<file path="config.mk">
export PLATFORM = sky130hd
export DESIGN_NAME = multimode_shift_engine
export DESIGN_NICKNAME = d
export VERILOG_FILES = /design/src/rtl/mse_pkg.sv /design/src/rtl/mse_step_unit.sv /design/src/rtl/multimode_shift_engine.sv
export SDC_FILE = /design/constraint.sdc
export NUM_CORES = 1
export LEC_CHECK = 0
export ABC_CLOCK_PERIOD_IN_PS = 8800
export CAP_MARGIN = 25
export CORE_UTILIZATION = 45
export CTS_BUF_LIST = sky130_fd_sc_hd__clkbuf_4
export CTS_CLUSTER_DIAMETER = 50
export DETAILED_ROUTE_END_ITERATION = 8
export GPL_ROUTABILITY_DRIVEN = 0
export PLACE_DENSITY = 0.77
export SETUP_SLACK_MARGIN = 0.3
export SLEW_MARGIN = 0
export SYNTH_ARGS = -nofsm -noshare
export SYNTH_HDL_FRONTEND = slang
export SYNTH_SLANG_ARGS = --single-unit
</file>
<file path="constraint.sdc">
create_clock -name clk -period 8.8 [get_ports clk]
set_input_delay 1.32 -clock clk [delete_from_list [all_inputs] [get_ports clk]]
set_output_delay 1.32 -clock clk [all_outputs]
set_load 0.005 [all_outputs]
</file>
<file path="src/rtl/mse_pkg.sv">
// Shared types for the multimode shift engine.
//   op_e    : 3-bit command op codes accepted on cmd_op
//   state_e : engine control state (IDLE accepts commands, BUSY iterates a shift)
package mse_pkg;

    typedef enum logic [2:0] {
        OP_NOP  = 3'b000,
        OP_LOAD = 3'b001,
        OP_SHL  = 3'b010,
        OP_SHR  = 3'b011,
        OP_SAR  = 3'b100,
        OP_ROL  = 3'b101,
        OP_ROR  = 3'b110,
        OP_CLR  = 3'b111
    } op_e;

    typedef enum logic {
        IDLE = 1'b0,
        BUSY = 1'b1
    } state_e;

endpackage

</file>
<file path="src/rtl/mse_step_unit.sv">
// Combinational single-step shifter: applies one shift/rotate of k bits.
// Ports:
//   i_value [WIDTH]  current register value
//   i_op    [3]      operation (only SHL/SHR/SAR/ROL/ROR modify the value)
//   i_fill  [1]      fill bit for SHL/SHR
//   i_k     [AW]     bits to move this step, 1..WIDTH
//   o_value [WIDTH]  value after the step
//   o_bit   [1]      last bit moved out (MSB side for left ops, LSB side for right ops)
module mse_step_unit
    import mse_pkg::*;
#(
    parameter int WIDTH = 8,
    parameter int AW    = $clog2(WIDTH) + 1
) (
    input  logic [WIDTH-1:0] i_value,
    input  op_e              i_op,
    input  logic             i_fill,
    input  logic [AW-1:0]    i_k,
    output logic [WIDTH-1:0] o_value,
    output logic             o_bit
);

    localparam logic [AW-1:0] W_AMT = AW'(WIDTH);

    logic [WIDTH-1:0] w_ones;
    logic [WIDTH-1:0] w_lo_mask;
    logic [WIDTH-1:0] w_hi_mask;
    logic [WIDTH-1:0] w_up;
    logic [WIDTH-1:0] w_dn;
    logic [WIDTH-1:0] w_wrap_l;
    logic [WIDTH-1:0] w_wrap_r;
    logic [WIDTH-1:0] w_rt;
    logic [AW-1:0]    w_kc;
    logic [AW-1:0]    w_km1;

    assign w_ones    = '1;
    assign w_kc      = W_AMT - i_k;
    assign w_km1     = i_k - AW'(1);
    // Low / high k-bit masks; k==WIDTH yields all ones.
    assign w_lo_mask = ~(w_ones << i_k);
    assign w_hi_mask = ~(w_ones >> i_k);
    assign w_up      = i_value << i_k;
    assign w_dn      = i_value >> i_k;
    // w_wrap_l[0] is value[WIDTH-k]: the last bit to leave the MSB.
    assign w_wrap_l  = i_value >> w_kc;
    assign w_wrap_r  = i_value << w_kc;
    // w_rt[0] is value[k-1]: the last bit to leave the LSB.
    assign w_rt      = i_value >> w_km1;

    always_comb begin
        o_value = i_value;
        o_bit   = 1'b0;
        case (i_op)
            OP_SHL: begin
                o_value = w_up | (i_fill ? w_lo_mask : '0);
                o_bit   = w_wrap_l[0];
            end
            OP_SHR: begin
                o_value = w_dn | (i_fill ? w_hi_mask : '0);
                o_bit   = w_rt[0];
            end
            OP_SAR: begin
                o_value = w_dn | (i_value[WIDTH-1] ? w_hi_mask : '0);
                o_bit   = w_rt[0];
            end
            OP_ROL: begin
                o_value = w_up | w_wrap_l;
                o_bit   = w_wrap_l[0];
            end
            OP_ROR: begin
                o_value = w_dn | w_wrap_r;
                o_bit   = w_rt[0];
            end
            default: ;
        endcase
    end

endmodule

</file>
<file path="src/rtl/multimode_shift_engine.sv">
// Command-driven shift/rotate engine. One op per valid/ready handshake;
// multi-bit shifts run iteratively, up to STEP bits per clock.
// Ports:
//   clk, rst           clock (rising edge), asynchronous active-high reset
//   flush              synchronous abort of the in-flight op
//   cmd_valid/ready    command handshake; ready == IDLE
//   cmd_op [3]         op code (mse_pkg::op_e)
//   cmd_amt [AW]       shift amount, clamped to WIDTH
//   cmd_data [WIDTH]   LOAD value
//   ser_in             SHL/SHR fill bit, latched at accept
//   par_out [WIDTH]    register contents
//   ser_out_msb/lsb    par_out MSB / LSB
//   shout_bit          last bit shifted/rotated out
//   busy               multi-step op in progress
//   done               one-cycle pulse after the final update of an op
module multimode_shift_engine
    import mse_pkg::*;
#(
    parameter  int WIDTH = 8,
    parameter  int STEP  = 1,
    localparam int AW    = $clog2(WIDTH) + 1
) (
    input  logic             clk,
    input  logic             rst,
    input  logic             flush,
    input  logic             cmd_valid,
    output logic             cmd_ready,
    input  logic [2:0]       cmd_op,
    input  logic [AW-1:0]    cmd_amt,
    input  logic [WIDTH-1:0] cmd_data,
    input  logic             ser_in,
    output logic [WIDTH-1:0] par_out,
    output logic             ser_out_msb,
    output logic             ser_out_lsb,
    output logic             shout_bit,
    output logic             busy,
    output logic             done
);

    localparam logic [AW-1:0] W_AMT    = AW'(WIDTH);
    localparam logic [AW-1:0] STEP_AMT = AW'(STEP);

    state_e           r_state, w_nxt_state;
    logic [WIDTH-1:0] r_par,   w_nxt_par;
    logic             r_shout, w_nxt_shout;
    logic             r_done,  w_nxt_done;
    logic [AW-1:0]    r_rem,   w_nxt_rem;
    op_e              r_op,    w_nxt_op;
    logic             r_fill,  w_nxt_fill;

    logic             w_accept;
    logic [AW-1:0]    w_amt_clamp;
    logic [AW-1:0]    w_rem_src;
    logic [AW-1:0]    w_k;
    op_e              w_op_src;
    logic             w_fill_src;
    logic [WIDTH-1:0] w_step_value;
    logic             w_step_bit;

    assign w_accept    = cmd_valid && (r_state == IDLE) && !flush;
    assign w_amt_clamp = (cmd_amt > W_AMT) ? W_AMT : cmd_amt;

    // In IDLE the step unit works on the incoming command so the first
    // step lands on the accept edge; in BUSY it works on the latched op.
    assign w_rem_src   = (r_state == IDLE) ? w_amt_clamp : r_rem;
    assign w_k         = (w_rem_src < STEP_AMT) ? w_rem_src : STEP_AMT;
    assign w_op_src    = (r_state == IDLE) ? op_e'(cmd_op) : r_op;
    assign w_fill_src  = (r_state == IDLE) ? ser_in : r_fill;

    mse_step_unit #(
        .WIDTH (WIDTH),
        .AW    (AW)
    ) u_step (
        .i_value (r_par),
        .i_op    (w_op_src),
        .i_fill  (w_fill_src),
        .i_k     (w_k),
        .o_value (w_step_value),
        .o_bit   (w_step_bit)
    );

    always_ff @(posedge clk or posedge rst) begin
        if (rst) begin
            r_state <= IDLE;
            r_par   <= '0;
            r_shout <= 1'b0;
            r_done  <= 1'b0;
            r_rem   <= '0;
            r_op    <= OP_NOP;
            r_fill  <= 1'b0;
        end else begin
            r_state <= w_nxt_state;
            r_par   <= w_nxt_par;
            r_shout <= w_nxt_shout;
            r_done  <= w_nxt_done;
            r_rem   <= w_nxt_rem;
            r_op    <= w_nxt_op;
            r_fill  <= w_nxt_fill;
        end
    end

    always_comb begin
        w_nxt_state = r_state;
        w_nxt_par   = r_par;
        w_nxt_shout = r_shout;
        w_nxt_done  = 1'b0;
        w_nxt_rem   = r_rem;
        w_nxt_op    = r_op;
        w_nxt_fill  = r_fill;
        case (r_state)
            IDLE: begin
                if (w_accept) begin
                    w_nxt_op   = op_e'(cmd_op);
                    w_nxt_fill = ser_in;
                    case (op_e'(cmd_op))
                        OP_NOP: w_nxt_done = 1'b1;
                        OP_LOAD: begin
                            w_nxt_par  = cmd_data;
                            w_nxt_done = 1'b1;
                        end
                        OP_CLR: begin
                            w_nxt_par  = '0;
                            w_nxt_done = 1'b1;
                        end
                        default: begin
                            if (w_amt_clamp == '0) begin
                                w_nxt_done = 1'b1;
                            end else begin
                                w_nxt_par   = w_step_value;
                                w_nxt_shout = w_step_bit;
                                w_nxt_rem   = w_amt_clamp - w_k;
                                if (w_amt_clamp == w_k) begin
                                    w_nxt_done = 1'b1;
                                end else begin
                                    w_nxt_state = BUSY;
                                end
                            end
                        end
                    endcase
                end
            end
            BUSY: begin
                if (flush) begin
                    w_nxt_state = IDLE;
                    w_nxt_rem   = '0;
                end else begin
                    w_nxt_par   = w_step_value;
                    w_nxt_shout = w_step_bit;
                    w_nxt_rem   = r_rem - w_k;
                    if (r_rem == w_k) begin
                        w_nxt_state = IDLE;
                        w_nxt_done  = 1'b1;
                    end
                end
            end
            default: w_nxt_state = IDLE;
        endcase
    end

    assign cmd_ready   = (r_state == IDLE);
    assign busy        = (r_state == BUSY);
    assign done        = r_done;
    assign par_out     = r_par;
    assign ser_out_msb = r_par[WIDTH-1];
    assign ser_out_lsb = r_par[0];
    assign shout_bit   = r_shout;

endmodule

</file>
==> flow_summary.ini, run 1 <==
[floorplanning]
io_pins = 34
rows = 24
start_util_pct = 47.9
die_area_sq_mm = 0.00504
fp.coreArea_sq_mm = 0.00447
chipWidth_um = 71.0
die_h_um = 71.0

[place]
hpwl_um = 4330
portBuffers = 33
placed_area_sq_mm = 0.00246

[drt]
drt_iter0_markers = 241
drc = 4
routedWlPerCell_um = 16.7
dr.pass1.iters = 8
wl_um = 5870
ant_nets = 0
num_vias = 2148
vias_per_cell = 6.12

[layout]
final_util_pct = 55.6
nNetsFinal = 332
drive_gt1_share_pct = 7.69
syn_to_final_growth_pct = 16.2
fin_area_sq_mm = 0.00249
n_fill_cell = 448
antenna_cells = 0

[timing]
skew_ps = 5.31
slew_headroom_pct = 40.0
fmax_mhz = 224
min_period_over_period_pct = 50.8
rsz0062_at_grt = no
worst_slew_pin_slew_ps = 899
hold_viol = 0
final-max-slew-violation-count = 0
final.setup.tns_ps = 0
fin_crit_ps = 4470
setup_viol = 0

[yosys]
ys_seq_area_share_pct = 22.2
ys_types = 63
synthFlopType = dfrtp_1
async_flop_share_pct = 100
yosysWarningCount = 0
ys_ff_latch = 19
syn_inst = 275
synth_area_per_cell_sq_um = 7.79
synth_edf_count = 0
synth_area_sq_mm = 0.00214

[cts]
cts-root-buf = clkbuf_4
clk_pin_slew_ps = 130
cts_hold_buf = 0
cts_buffers = 3
cts_setup_buffers = 0
cts_buffer_depth = 2
insertion_delay_ps = 310
clock-sinks = 19
htree_levels = 1
cts_tree = done
ctsResizeCount = 0

[outcome]
status = finished, violations left
failed_checks = DRC

[hold_path]
hold_path.startpoint = shout_bit
hp-class = reg -> reg

[global_routing]
antenna_found_initial = 0
grt_pass1_vias = 1978
grt_max_degree = 27
grt_pass1_wl_um = 9700
grt_overflow = 0
globalRouteTotalUtil_pct = 24.5

[critical_path]
r2r_start = busy
startpoint_type = primary input
crit_path_end_kind = flip-flop
required_ps = 9020
r2r_slack_ps = 5060
crit_type = in -> reg
cp_max_fo = 17
crit_start = cmd_amt[3]
cp.arrival_ps = 4680

[power_and_ir_drop]
power.leakage_nw = 1.02
finalPower_uw = 514
vdd_ir_drop_max_mv = 0.102
power_density_mw_per_mm2 = 206

[flow_run]
max_cap_viol_count = 0
-- routing by layer --
metal | GRT usage, % | share of wire (%) | routed length, um | up-vias
li1 | - | - | - | 1050
met3 | 3.85 | 8.1 | 477 | 6
met1 | 33.8 | 45 | 2650 | 999
met5 | 0 | 0 | 0 | -
met4 | 4.00 | 0.82 | 48 | 0
met2 | 41.1 | 46 | 2700 | 93
-- worst max-delay path, stage by stage --
cell and delay [ps]:
clkdlybuf4s50_1 480, or4_4 600, o22a_4 320, clkinv_1 300, ha_1 240, inv_1 50
ha_1 360, mux2i_1 180, nor2_1 50, a21oi_1 140, nor2_1 50, a311o_1 310
a221o_1 290
-- power by group --
| group | total (mW) | internal, mW | switching [mW] |
|---|---|---|---|
| logic | 0.289 | 0.149 | 0.140 |
| registers | 0.176 | 0.115 | 0.0608 |
| clock network | 0.0487 | 0.0170 | 0.0317 |
-- cells in the mapped netlist (4+ instances only) --
cell	count	area share (%)
o22ai_1	4	1.2
nor2b_1	5	1.5
a221o_1	4	1.9
o21ai_0	20	4.7
a31oi_1	9	2.6
ha_1	10	5.8
buf_4	5	1.8
mux2_2	6	3.2
dfrtp_1	19	22
nand2b_1	5	1.5
nor3_1	6	1.4
inv_1	11	1.9
nand3_1	11	2.6
buf_2	4	0.93
nor2_1	24	4.2
clkbuf_1	9	1.6
mux2i_1	12	5.6
a21oi_1	13	3.0
o21ai_1	5	1.2
nand2_1	30	5.3
-- final timing paths --
check | to | depth (start not counted)
worst min register to register | shout_bit | 2
worst min-delay path | shout_bit | 2
worst max-delay path | par_out[6] | 13
max in group asynchronous | r_rem[0] | 2
min in group asynchronous | par_out[7] | 2
worst max register to register | par_out[1] | 9
-- cell usage in the layout (no fill, tap or decap), drive strengths merged, types with 3 or more instances in the layout --
master and count:
nand2 30, o21ai 25, nand2b 7, a31oi 9, a32oi 3, a21o 3
conb 10, clkbuf 3, nor3 6, o211ai 3, inv 12, dfrtp 19
mux2i 12, o22ai 4, or3 3, clkdlybuf4s50 33, nor2 24, or2 4
ha 10, nand3 11, mux2 6, a21oi 13, a221o 4, nor2b 5
-- flip-flops by register name (all words and copies together), names as in the netlist --
signal     cells
r_op           3
busy           1
done           1
par_out        8
r_rem          4
r_fill         1
shout_bit      1
-- cell type report --
class	count	area (sq um)	share of cell area, %
multi-input cells	230	1540	62.0
well taps	52	65.1	2.61
clock buffers	3	22.5	0.905
repair buffers	33	330	13.3
flip-flops and latches	19	475	19.1
inverters	13	48.8	1.96
clock inverters	1	5.00	0.201
-- stage by stage --
step | setup WS (ps) | hold slack [ps] | instances
3_3_place_gp | 4080 | 461 | 347
6_report | 4330 | 491 | 351
5_1_grt | 4160 | 544 | 351
2_1_floorplan | 4780 | 473 | 283
4_1_cts | 4350 | 498 | 351
3_5_place_dp | 4000 | 470 | 347
-- logic make-up (layout without fill, tap and decap cells) --
group           after synthesis  in the layout  synth area share (%)
compound gates               91             91                  30.2
simple gates                 95             95                  21.3
other cells                   2             10                 0.350
buf+inv                      34             50                  7.24
mux                          19             19                  9.81
fa+ha+maj                    12             12                  7.71
flops                        19             19                  22.2
xor+xnor                      3              3                  1.23
Power figures use the tool's default switching activity.
==> inputs of run 2 (changes only) <==
Settings changed: ABC_CLOCK_PERIOD_IN_PS 8800 to 3600, PLACE_DENSITY 0.77 to 0.79.
Clock period 8.8 ns to 3.6 ns, I/O delays scaled along.
==> run 2 against run 1 <==
  * Sequential power grew 140%
  * Clock skew grew 12 ps
  * The run still ends with DRC left
  * Clock-buffer cell count is the same
  * Critical endpoint unchanged
  * Critical path type unchanged
  * Final cell count grew 2.6%
  * Highest routed layer unchanged
==> flow_summary.ini, run 2 (synthesized netlist as in run 1, its figures left out) <==
[global_routing]
grt_pass1_vias = 2153
grt_max_degree = 20
antenna_found_initial = 0
grt_overflow = 0
grt_pass1_wl_um = 10500
globalRouteTotalUtil_pct = 26.5

[layout]
final_common_cell = clkdlybuf4s50_1
nNetsFinal = 341
layout_common_cells = clkdlybuf4s50_1, nand2_1, nor2_1, o21ai_0, dfrtp_1
drive_gt1_share_pct = 10.4
fin_area_sq_mm = 0.00256
antenna_cells = 0
n_fill_cell = 431
regArea_sq_um = 475
syn_to_final_growth_pct = 19.3
multi_input_area_sq_mm = 0.00154
largest_register_ffs = 8
layout.cells.non_filler = 360

[place]
portBuffers = 33
hpwl_um = 4550
post-place-cells = 355
placed_area_sq_mm = 0.00252
pre_cts_ws_ps = 99.7

[critical_path]
r2r_cells = 7
cp.arrival_ps = 3370
r2r_start = busy
cp_max_fo = 5
r2r_end = par_out[3]
crit_type = in -> reg
required_ps = 3820
crit_path_end_kind = flip-flop
startpoint_type = primary input
r2r_slack_ps = 750

[cts]
cts-root-buf = clkbuf_4
ctsResizeCount = 0
cts_setup_buffers = 0
insertion_delay_ps = 320
cts_hold_buf = 0
cts_buffers = 3
clk_pin_slew_ps = 130
htree_levels = 1
cts_tree = done
clock-sinks = 19
cts_buffer_depth = 2

[drt]
drt_iter0_markers = 327
drc = 3
dr.pass1.iters = 7
routedWlPerCell_um = 17.3
vias_per_cell = 6.35
num_vias = 2287
wl_um = 6210
ant_nets = 0

[power_and_ir_drop]
switchingPower_uw = 578
p_clk_share_pct = 9.3
vdd_ir_drop_max_mv = 0.286
intPower_uw = 700
power.leakage_nw = 1.06
p_sw_share_pct = 45.2
seqPwrFrac_pct = 33.4
power_density_mw_per_mm2 = 500
p_comb_share_pct = 57.4

[hold_path]
hp-class = reg -> reg
min_path_cells = 2
hold_path.startpoint = shout_bit
hold_end = shout_bit

[outcome]
failed_checks = DRC
status = finished, violations left

[timing]
fmax_mhz = 317
worst_slew_pin_slew_ps = 780
final.setup.tns_ps = 0
setup_viol = 0
skew_ps = 17.8
final-max-slew-violation-count = 0
rsz0062_at_grt = no
setup_slack_ps = 449
fin_crit_ps = 3150
slew_headroom_pct = 47.9
hold_viol = 0
min_period_over_period_pct = 87.5

[floorplanning]
chipWidth_um = 71.0
io_pins = 34
die_h_um = 71.0
rows = 24
die_area_sq_mm = 0.00504
start_util_pct = 47.9
fp.coreArea_sq_mm = 0.00447

[flow_run]
max_cap_viol_count = 0
==> run 2: changes by cell type in the layout (fill, tap and decap cells not counted), sizes merged <==
cell  before  now
buf        0    9
==> run 2: worst max-delay path: stages <==
cell and delay [ps]:
clkdlybuf4s50_1 440, or4_4 560, o22a_4 270, clkinv_1 60, ha_1 160, inv_1 50, ha_1 300, mux2i_1 160
nor2_1 50, a21oi_1 120, nor2_1 50, a311o_1 310, a221o_1 300
==> run 2: power by group through the flow <==
stage / Sequential, mW / Clock, mW / Combinational (mW)
finish: 0.426 / 0.119 / 0.733
global route: 0.439 / 0.128 / 0.815
CTS: 0.418 / 0.121 / 0.721
detailed placement: 0.421 / 0 / 0.719
global placement: 0.422 / 0 / 0.705
floorplan: 0.354 / 0 / 0.534
==> run 2: worst max path at each step <==
stage          startpoint         end  slack (ps)  cells after the start
6_report       cmd_amt[3]  par_out[6]         450                     13
5_1_grt        cmd_amt[3]  par_out[6]         300                     13
4_1_cts        cmd_amt[2]  par_out[6]         430                     13
3_5_place_dp   cmd_amt[2]  par_out[6]         100                     13
3_3_place_gp   cmd_amt[2]  par_out[6]         170                     13
2_1_floorplan  cmd_amt[3]  par_out[6]         360                     13
==> run 2: metrics by stage <==
step	hold slack (ps)	util (%)	total power, mW
floorplan	473	-	0.887
global placement	470	56.4	1.13
detailed placement	473	56.4	1.14
CTS	502	57.0	1.26
global route	525	57.2	1.38
finish	500	57.2	1.28
==> run 2: area by class of cell <==
| cell class | instances | share of cell area (%) |
|---|---|---|
| sequential | 19 | 18.6 |
| clock inverter | 1 | 0.196 |
| timing repair buffer | 42 | 15.6 |
| multi-input combinational | 230 | 60.3 |
| inverter | 13 | 1.91 |
| clock buffer | 3 | 0.881 |
| tap | 52 | 2.54 |
==> run 2: per-layer routing <==
metal / global-route usage, % / share of wire [%]
met1: 37.5 / 44
met3: 3.99 / 9.0
met2: 42.6 / 46
met5: 0 / 0
met4: 6.67 / 1.9
==> inputs of run 3 (changes only) <==
Settings changed: CAP_MARGIN 25 to 5.
==> results of run 3 <==
No change in the layout: final DEF, timing and power equal those of run 2.
==> RTL edit, RTL diff (config.mk and constraints of run 2) <==
`WIDTH` is set to 8 in 2 places; all go to 4.
--- a/src/rtl/mse_step_unit.sv
+++ b/src/rtl/mse_step_unit.sv
@@ -11,3 +11,3 @@
 #(
-    parameter int WIDTH = 8,
+    parameter int WIDTH = 4,
     parameter int AW    = $clog2(WIDTH) + 1
--- a/src/rtl/multimode_shift_engine.sv
+++ b/src/rtl/multimode_shift_engine.sv
@@ -18,3 +18,3 @@
 #(
-    parameter  int WIDTH = 8,
+    parameter  int WIDTH = 4,
     parameter  int STEP  = 1,
Ports: changed (resized cmd_amt, cmd_data and par_out); port bits go from 34 to 25. No check against the original RTL was run, so the function may have changed too.
==> RTL edit against run 2 <==
Setup slack gained 120 ps. Design area is 29% lower. Area after synthesis shrank 28%. Register-to-register slack got worse by 150 ps. Critical path depth down 3. Sequential cell count is 5 lower. Sequential power down 26%. Wire length is 33% lower. Clock skew barely moved. Sequential share of layout area rose by 0.57 points. Power fell by 26%. Die area fell by 27%. Core utilization is 0.82 points higher. Largest power group unchanged. Highest routed layer unchanged.
==> RTL edit: results (changes against run 2) <==
\begin{tabular}{lr}
\hline
Metric & Value \\
\hline
\multicolumn{2}{l}{\textbf{Run status}} \\
\quad Run status & finished, final reports clean \\
\multicolumn{2}{l}{\textbf{Placement}} \\
\quad Total instance count after detailed placement & 247 (-30\%) \\
\quad Post-place setup slack & 275 ps (+176 ps) \\
\quad Port Buf Inserts & 24 (-27\%) \\
\quad Placed Area & 1810 um2 (-28\%) \\
\quad Half-perimeter wire length after placement & 3190 um (-30\%) \\
\multicolumn{2}{l}{\textbf{STA}} \\
\quad Max Clk Rate & 0.330 GHz (+4.1\%) \\
\quad Minimum hold slack & 489 ps (-11.2 ps) \\
\multicolumn{2}{l}{\textbf{Routing}} \\
\quad Number of detailed-route iterations in the first pass & 4 (-3) \\
\quad Total wirelength of the detailed-routed design & 4140 um (-33\%) \\
\quad Overall via count from detail\_route & 1583 (-31\%) \\
\multicolumn{2}{l}{\textbf{Logic synthesis}} \\
\quad Top cells by area in the synthesized netlist & dfrtp\_1, mux2\_2, ha\_1 \\
\quad Proportion of synthesized chip area in sequential cells & 0.228 (+0.00581) \\
\quad Post-Syn Instances & 185 (-33\%) \\
\quad Synth top cells by count & dfrtp\_1, nand2\_1, o21ai\_0, nand3\_1, mux2\_2 \\
\quad Fraction of synthesized cell area in xor and xnor cells & 0.00569 (-0.00657) \\
\multicolumn{2}{l}{\textbf{Power}} \\
\quad Worst IR drop on VDD & 265 uV (-7.3\%) \\
\quad P\_int & 529 uW (-24\%) \\
\multicolumn{2}{l}{\textbf{Clocking}} \\
\quad Register clock-pin slew on the reported worst setup and hold paths & 90 ps (-40 ps) \\
\multicolumn{2}{l}{\textbf{Global route}} \\
\quad Number of global-route vias before repair & 1487 (-31\%) \\
\quad Maximum number of pins on one net before global-route repair & 22 (+10\%) \\
\multicolumn{2}{l}{\textbf{Critical path}} \\
\quad Cell depth of the worst flop-to-flop path & 9 (+2) \\
\quad Peak per-stage delay on the critical path & 580 ps (+20 ps) \\
\multicolumn{2}{l}{\textbf{Layout}} \\
\quad Layout cells sized above 1 & 0.107 (+0.00290) \\
\quad Flip-flop count of the largest register after layout & 4 (-4) \\
\hline
\end{tabular}
-- RTL edit: cell count changes after synthesis, sizes merged, moves of 5 or more --
cell,delta
nor2,-20
nand2,-16
o21ai,-11
mux2i,-8
a31oi,-7
buf,-6
mux2,+6
a21oi,-5
dfrtp,-5
o211ai,+5
-- RTL edit: path summary, 6_finish.rpt --
path                               to
setup reg to reg           par_out[1]
hold / removal              shout_bit
setup / recovery           par_out[1]
max in group asynchronous      r_fill
min in group asynchronous  par_out[1]
hold reg to reg             shout_bit
-- RTL edit: cell families after synthesis --
family	count (synthesis)
AND/OR/NAND/NOR	66
AO/OA/AOI/OAI	55
buffers and inverters	22
multiplexers	17
flip-flops	14
adder cells (fa/ha/maj)	8
other	2
XOR/XNOR	1
-- RTL edit: power by group through the flow --
stage                     Sequential [uW]  Clock (uW)  Combinational (uW)
final                                 317        90.4                 542
after global placement                312           0                 526
after global routing                  329         102                 600
after floorplan                       275           0                 391
after detailed placement              317           0                 532
after CTS                             314        91.9                 536
-- RTL edit: layer usage --
metal | GRT usage | part of all wire
met1 | 0.369 | 0.44
met2 | 0.400 | 0.45
met3 | 0.0704 | 0.091
met4 | 0.0487 | 0.019
met5 | 0 | 0
-- RTL edit: critical path, delay by kind of cell --
kind,cells,cell delay [ps]
compound gates,4,980
buf+inv,2,710
simple gates,2,480
fa+ha+maj,2,460
-- RTL edit: cell type report --
type / count / share of cell area
repair buffers: 27 / 0.144
clock buffers: 3 / 0.0123
inverters: 10 / 0.0205
well taps: 44 / 0.0301
flip-flops and latches: 14 / 0.192
multi-input cells: 152 / 0.602
